**config.mk**
```make
export PLATFORM = sky130hd
export DESIGN_NAME = unsigned_mul_8x8_ha_array_reducer_flat
export DESIGN_NICKNAME = d
export VERILOG_FILES = /design/src/rtl/unsigned_mul_8x8_ha_array_reducer_if.sv /design/src/rtl/unsigned_mul_8x8_ha_array_reducer.sv /design/src/flat_wrapper.sv
export SDC_FILE = /design/constraint.sdc
export NUM_CORES = 1
export LEC_CHECK = 0
export ABC_AREA = 1
export CORE_UTILIZATION = 48
export DETAILED_ROUTE_END_ITERATION = 8
export PLACE_DENSITY = 0.79
export SYNTH_ARGS = -nofsm -noshare
export SYNTH_HDL_FRONTEND = slang
export SYNTH_SLANG_ARGS = --single-unit
export TNS_END_PERCENT = 1
```
**constraint.sdc**
```tcl
create_clock -name clk -period 3.4 [get_ports clk]
set_input_delay 0.68 -clock clk [delete_from_list [all_inputs] [get_ports clk]]
set_output_delay 0.68 -clock clk [all_outputs]
set_load 0.05 [all_outputs]
```
**src/rtl/unsigned_mul_8x8_ha_array_reducer_if.sv**
```systemverilog
// Bus between the half-adder array front-end, this reducer and the product consumer.
// Handshake: a transfer happens on a rising edge where valid and ready are both 1; a
// producer holds valid and its data until that edge, and ready may depend on the other side's state.
interface unsigned_mul_8x8_ha_array_reducer_if;
  logic        in_valid;
  logic        in_ready;
  logic [6:0]  ha_array_0_b;
  logic [6:0]  ha_array_1_b;
  logic [6:0]  ha_array_2_b;
  logic [6:0]  ha_array_3_b;
  logic [8:0]  ha_array_0_t;
  logic [8:0]  ha_array_1_t;
  logic [8:0]  ha_array_2_t;
  logic [8:0]  ha_array_3_t;
  logic        out_valid;
  logic        out_ready;
  logic [15:0] product;
  logic [16:0] sum_full;
  logic        ovf;

  modport master (
    output in_valid, ha_array_0_b, ha_array_1_b, ha_array_2_b, ha_array_3_b,
           ha_array_0_t, ha_array_1_t, ha_array_2_t, ha_array_3_t, out_ready,
    input  in_ready, out_valid, product, sum_full, ovf
  );

  modport slave (
    input  in_valid, ha_array_0_b, ha_array_1_b, ha_array_2_b, ha_array_3_b,
           ha_array_0_t, ha_array_1_t, ha_array_2_t, ha_array_3_t, out_ready,
    output in_ready, out_valid, product, sum_full, ovf
  );
endinterface

```
**src/rtl/unsigned_mul_8x8_ha_array_reducer.sv**
```systemverilog
// Captures one set of four half-adder array pairs and sums them, APC arrays per cycle,
// into a 17-bit result held (saturated to 16 bits on product) until the consumer takes it.
module unsigned_mul_8x8_ha_array_reducer #(
  parameter int APC = 1
) (
  input  logic                                 clk,
  input  logic                                 rst,
  unsigned_mul_8x8_ha_array_reducer_if.slave   bus,
  output logic [1:0]                           dbg_state
);

  if (!(APC == 1 || APC == 2 || APC == 4)) begin : g_bad_apc
    $error("APC must be 1, 2 or 4");
  end

  typedef enum logic [1:0] {
    IDLE  = 2'd0,
    ACCUM = 2'd1,
    DONE  = 2'd2
  } state_t;

  state_t      state_q, state_d;
  logic [1:0]  idx_q, idx_d;
  logic [16:0] acc_q, acc_d;
  logic [8:0]  cap_t_q [4];
  logic [8:0]  cap_t_d [4];
  logic [6:0]  cap_b_q [4];
  logic [6:0]  cap_b_d [4];
  logic        out_valid_q, out_valid_d;
  logic [15:0] product_q, product_d;
  logic [16:0] sum_full_q, sum_full_d;
  logic        ovf_q, ovf_d;

  logic [8:0]  in_t [4];
  logic [6:0]  in_b [4];
  logic [16:0] term [4];
  logic [16:0] acc_sum;
  logic        in_ready;
  logic        accept;
  logic        last;

  assign in_t[0] = bus.ha_array_0_t;
  assign in_t[1] = bus.ha_array_1_t;
  assign in_t[2] = bus.ha_array_2_t;
  assign in_t[3] = bus.ha_array_3_t;
  assign in_b[0] = bus.ha_array_0_b;
  assign in_b[1] = bus.ha_array_1_b;
  assign in_b[2] = bus.ha_array_2_b;
  assign in_b[3] = bus.ha_array_3_b;

  // A new set is only taken when the previous product is gone or leaving this edge.
  assign in_ready = (state_q == IDLE) || ((state_q == DONE) && bus.out_ready);
  assign accept   = bus.in_valid && in_ready;
  assign last     = (idx_q == 2'(4 - APC));

  always_comb begin
    for (int k = 0; k < 4; k++) begin
      term[k] = ({8'd0, cap_t_q[k]} + {8'd0, cap_b_q[k], 2'b00}) << (2 * k);
    end
    acc_sum = acc_q;
    for (int a = 0; a < APC; a++) begin
      acc_sum = acc_sum + term[idx_q + 2'(a)];
    end

    state_d     = state_q;
    idx_d       = idx_q;
    acc_d       = acc_q;
    cap_t_d     = cap_t_q;
    cap_b_d     = cap_b_q;
    out_valid_d = out_valid_q;
    product_d   = product_q;
    sum_full_d  = sum_full_q;
    ovf_d       = ovf_q;

    case (state_q)
      IDLE: ;
      ACCUM: begin
        acc_d = acc_sum;
        idx_d = idx_q + 2'(APC);
        if (last) begin
          state_d     = DONE;
          out_valid_d = 1'b1;
          sum_full_d  = acc_sum;
          ovf_d       = acc_sum[16];
          product_d   = acc_sum[16] ? 16'hFFFF : acc_sum[15:0];
        end
      end
      DONE: begin
        if (bus.out_ready) begin
          out_valid_d = 1'b0;
          state_d     = IDLE;
        end
      end
      default: state_d = IDLE;
    endcase

    // Capture overrides the IDLE fall-back so a held in_valid runs back-to-back.
    if (accept) begin
      cap_t_d = in_t;
      cap_b_d = in_b;
      acc_d   = '0;
      idx_d   = '0;
      state_d = ACCUM;
    end
  end

  always_ff @(posedge clk) begin
    if (rst) begin
      state_q     <= IDLE;
      idx_q       <= '0;
      acc_q       <= '0;
      out_valid_q <= 1'b0;
      product_q   <= '0;
      sum_full_q  <= '0;
      ovf_q       <= 1'b0;
      for (int k = 0; k < 4; k++) begin
        cap_t_q[k] <= '0;
        cap_b_q[k] <= '0;
      end
    end else begin
      state_q     <= state_d;
      idx_q       <= idx_d;
      acc_q       <= acc_d;
      out_valid_q <= out_valid_d;
      product_q   <= product_d;
      sum_full_q  <= sum_full_d;
      ovf_q       <= ovf_d;
      cap_t_q     <= cap_t_d;
      cap_b_q     <= cap_b_d;
    end
  end

  assign bus.in_ready  = in_ready;
  assign bus.out_valid = out_valid_q;
  assign bus.product   = product_q;
  assign bus.sum_full  = sum_full_q;
  assign bus.ovf       = ovf_q;
  assign dbg_state     = state_q;

endmodule

```
**src/flat_wrapper.sv**
```systemverilog
// flat-port wrapper written by rule: the top's interface ports become plain ports
module unsigned_mul_8x8_ha_array_reducer_flat 
#(
  parameter int APC = 1
)
  (clk, rst, dbg_state, bus_in_valid, bus_ha_array_0_b, bus_ha_array_1_b, bus_ha_array_2_b, bus_ha_array_3_b, bus_ha_array_0_t, bus_ha_array_1_t, bus_ha_array_2_t, bus_ha_array_3_t, bus_out_ready, bus_in_ready, bus_out_valid, bus_product, bus_sum_full, bus_ovf);
  unsigned_mul_8x8_ha_array_reducer_if bus_i ();
  input  logic clk;
  input  logic rst;
  output logic [1:0] dbg_state;
  input wire logic [$bits(bus_i.in_valid)-1:0] bus_in_valid;
  input wire logic [$bits(bus_i.ha_array_0_b)-1:0] bus_ha_array_0_b;
  input wire logic [$bits(bus_i.ha_array_1_b)-1:0] bus_ha_array_1_b;
  input wire logic [$bits(bus_i.ha_array_2_b)-1:0] bus_ha_array_2_b;
  input wire logic [$bits(bus_i.ha_array_3_b)-1:0] bus_ha_array_3_b;
  input wire logic [$bits(bus_i.ha_array_0_t)-1:0] bus_ha_array_0_t;
  input wire logic [$bits(bus_i.ha_array_1_t)-1:0] bus_ha_array_1_t;
  input wire logic [$bits(bus_i.ha_array_2_t)-1:0] bus_ha_array_2_t;
  input wire logic [$bits(bus_i.ha_array_3_t)-1:0] bus_ha_array_3_t;
  input wire logic [$bits(bus_i.out_ready)-1:0] bus_out_ready;
  output wire logic [$bits(bus_i.in_ready)-1:0] bus_in_ready;
  output wire logic [$bits(bus_i.out_valid)-1:0] bus_out_valid;
  output wire logic [$bits(bus_i.product)-1:0] bus_product;
  output wire logic [$bits(bus_i.sum_full)-1:0] bus_sum_full;
  output wire logic [$bits(bus_i.ovf)-1:0] bus_ovf;
  assign bus_i.in_valid = bus_in_valid;
  assign bus_i.ha_array_0_b = bus_ha_array_0_b;
  assign bus_i.ha_array_1_b = bus_ha_array_1_b;
  assign bus_i.ha_array_2_b = bus_ha_array_2_b;
  assign bus_i.ha_array_3_b = bus_ha_array_3_b;
  assign bus_i.ha_array_0_t = bus_ha_array_0_t;
  assign bus_i.ha_array_1_t = bus_ha_array_1_t;
  assign bus_i.ha_array_2_t = bus_ha_array_2_t;
  assign bus_i.ha_array_3_t = bus_ha_array_3_t;
  assign bus_i.out_ready = bus_out_ready;
  assign bus_in_ready = bus_i.in_ready;
  assign bus_out_valid = bus_i.out_valid;
  assign bus_product = bus_i.product;
  assign bus_sum_full = bus_i.sum_full;
  assign bus_ovf = bus_i.ovf;
  unsigned_mul_8x8_ha_array_reducer #(.APC(APC)) u_core (.clk(clk), .rst(rst), .bus(bus_i), .dbg_state(dbg_state));
endmodule
```
==> metrics.cfg <==
[power_and_ir_drop]
ir_worst_vdd_mv=0.357
comb_power_share_pct=15.1
intPower_mw=2.95
power_frac_seq_pct=37.6
sw_frac_of_total_pct=25.9
p_per_area_nw_per_um2=462
p_leak_nw=4.02
p_total_mw=3.98
p_clk_share_pct=47.3
p_sw_mw=1.03

[worst_setup_path]
crit_fanout=5
max_stage_delay_ns=0.37
r2r_start=u_core.cap_b_q[10]
cp.arrival_ns=3.56
worst_path_most_repeated_cell=nand2_1
path_buf_inv=3
worstSetupPathType=reg -> reg
r2r-end=u_core.bus.product[9]
reg2regPathDepth=20
worstPathCellList=ha_1, nand2_1, inv_1, a21oi_1, nand2_1, or2_2, nand3_1, nand2_1, and3_1, ha_1, nand2_2, inv_2, nand2_1, nand2_1, a21oi_2, nand2_1, nand2_2, nand3_4, buf_4, a21oi_2
required_ns=3.75
end_kind=flop
rrSetupSlack_ns=0.19
critPathTopFamily=simple AND/OR/NAND/NOR gates
cp-start-kind=flop
slowest_stage=ha_1

[floorplan]
fp.dieW_um=120
num_io_pins=106
std_cell_rows=42
core-area_sq_um=13500
die_y_um=120
start_util_pct=50.0
dieArea_sq_um=14500

[cts]
cts_tree=built
worstSkewPairLatency_ns=0.43
htreeDepth=4
cts_root_buf=clkbuf_16
cts.path.max_buffers=2
numCtsBuffers=17
numClockSinks=119
clk_pin_slew_ns=0.05

[timing]
tightest_slew_ns=0.947
setup_ws_ns=0.188
fin_setup_tns_ns=0
slew_violations=0
maxSlewHeadroom_pct=36.9
min_period_ns=3.21
hold_violations=0
period_share_pct=94.5
fmax_mhz=311
skew_ns=0.00740
setup_viol=0

[worst_hold_path]
worst_hold_path_type=reg -> reg
min_path_cells=2
hp-start=u_core.bus.sum_full[14]
whs_endpoint=u_core.bus.sum_full[14]

[detailed_routing]
vias_per_cell=5.25
drtIter0Drc=533
post_drt_wl_per_cell_um=14.3
ant_nets=0
first_pass_iters=5
via_count=6539
drc=0
routed_wl_um=17800

[logic_synthesis]
synth.most_common_cell=nand2_1
ys_ff_latch=119
synthArstFlopShare_pct=0
syn_area_per_cell_sq_um=6.98
yosysTopAreaCell=dfxtp_1
synth_top_area_share_pct=35.4
synth.distinct_cells=44
netlist_top_cells_area=dfxtp_1, nand2_1, a21oi_1
yosysSeqAreaShare_pct=35.4
syn-num-nets=1083
synthFlopType=dfxtp_1
synthTopCellsByCount=nand2_1, a21oi_1, dfxtp_1, inv_1, nand3_1
yosysWarnings=0
syn_inst=964
synth_edf_count=0
synthesis.area_sq_um=6730

[placed_design]
routabilityCongestion=0.923
port_buffers=105
dpl_cell_area_sq_um=7880
hpwl_um=12400
place_ws_ns=0.0914

[global_route]
gr-usage-all-layers_pct=25.9
antenna_found_initial=0
grt_first_pass_wirelength_um=29600
overflow=0
grt_max_degree=87
grt_pass1_vias=6312

[outcome]
outcome=completed

[layout]
fill_cells=1210
regArea_sq_um=2380
area_growth_pct=28.2
final_layout_size_suffix_gt1_share_pct=9.07
nets=1176
multiInputGateArea_sq_um=3800
fin_area_sq_um=8620
antennaDiodeCount=0

[run]
maxCapViolCount=0

[cell type report]
type | instances | share of cell area, %
Multi-Input combinational cell | 686 | 44.1
Sequential cell | 119 | 27.6
Inverter | 114 | 4.96
Timing Repair Buffer | 119 | 13.6
Tap cell | 176 | 2.55
Clock buffer | 24 | 5.82
Clock inverter | 8 | 1.36
[flip-flops by register name (all words and copies together), names as in the netlist]
| register | count |
|---|---|
| u_core.acc_q | 17 |
| u_core.bus.product | 16 |
| u_core.bus.sum_full | 16 |
| u_core.dbg_state | 2 |
| u_core.bus.out_valid | 1 |
| u_core.idx_q | 2 |
| u_core.bus.ovf | 1 |
| u_core.cap_t_q | 36 |
| u_core.cap_b_q | 28 |
[worst min-delay path: stages, from the launching register on]
cell and delay (ns):
dfxtp_1 0.31, nand2_1 0.06, a21oi_1 0.05
[placed cells by master (no fill, tap or decap), drive strengths merged, types with 17 or more instances in the layout]
cell type	instances
nand3	100
o21ai	27
buf	17
a21oi	135
ha	46
clkbuf	24
nor2	38
nand2	274
dfxtp	119
clkdlybuf4s50	102
inv	112
[kinds of logic after synthesis]
group                    share of synthesized area (%)
AO/OA/AOI/OAI                                     15.2
AND/OR/NAND/NOR                                   28.0
adder cells (fa/ha/maj)                           10.0
flip-flops                                        35.4
buffers and inverters                             9.39
XOR/XNOR                                          1.95
[metrics by stage]
step,hold slack [ns],utilization [%],std cells
after global routing,0.478,64.1,1246
after global placement,0.453,58.6,1209
after detailed placement,0.456,58.6,1209
after CTS,0.464,63.2,1241
final,0.463,64.1,1246
after floorplan,0.425,-,964
[per-layer routing]
metal | part of all wire [%] | track usage, % | wire (um) | vias up
li1 | - | - | - | 3322
met1 | 43 | 32.0 | 7710 | 2961
met2 | 48 | 42.4 | 8480 | 216
met3 | 6.7 | 6.56 | 1200 | 40
met4 | 2.6 | 11.2 | 455 | 0
met5 | 0 | 0 | 0 | -
[worst max-delay path by stage]
| stage | slack, ns | endpoint | from | depth (start not counted) |
|---|---|---|---|---|
| 2_1_floorplan | 0.54 | u_core.bus.product[6] | u_core.cap_b_q[0] | 19 |
| 3_3_place_gp | 0.21 | u_core.bus.product[11] | u_core.cap_b_q[21] | 19 |
| 3_5_place_dp | 0.09 | u_core.bus.product[10] | u_core.cap_b_q[7] | 18 |
| 4_1_cts | 0.09 | u_core.bus.product[11] | u_core.cap_b_q[21] | 19 |
| 5_1_grt | -0.02 | u_core.bus.product[9] | u_core.cap_b_q[21] | 18 |
| 6_report | 0.19 | u_core.bus.product[9] | u_core.cap_b_q[10] | 20 |
[timing repair]
action                                  CTS  global route
buffers inserted                          0             4
hold buffers                              0             0
endpoints found under the hold margin     0             0
endpoints found under the setup margin    0            29
gates resized for setup                   0            19
[power by group through the flow]
| stage | combinational [mW] | sequential [mW] | clock, mW |
|---|---|---|---|
| after floorplan | 0.383 | 1.52 | 0 |
| after global placement | 0.567 | 1.52 | 0 |
| after detailed placement | 0.577 | 1.52 | 0 |
| after CTS | 0.583 | 1.50 | 1.89 |
| after global routing | 0.671 | 1.50 | 1.96 |
| final | 0.601 | 1.50 | 1.88 |
(Power assumes the default switching activity.)
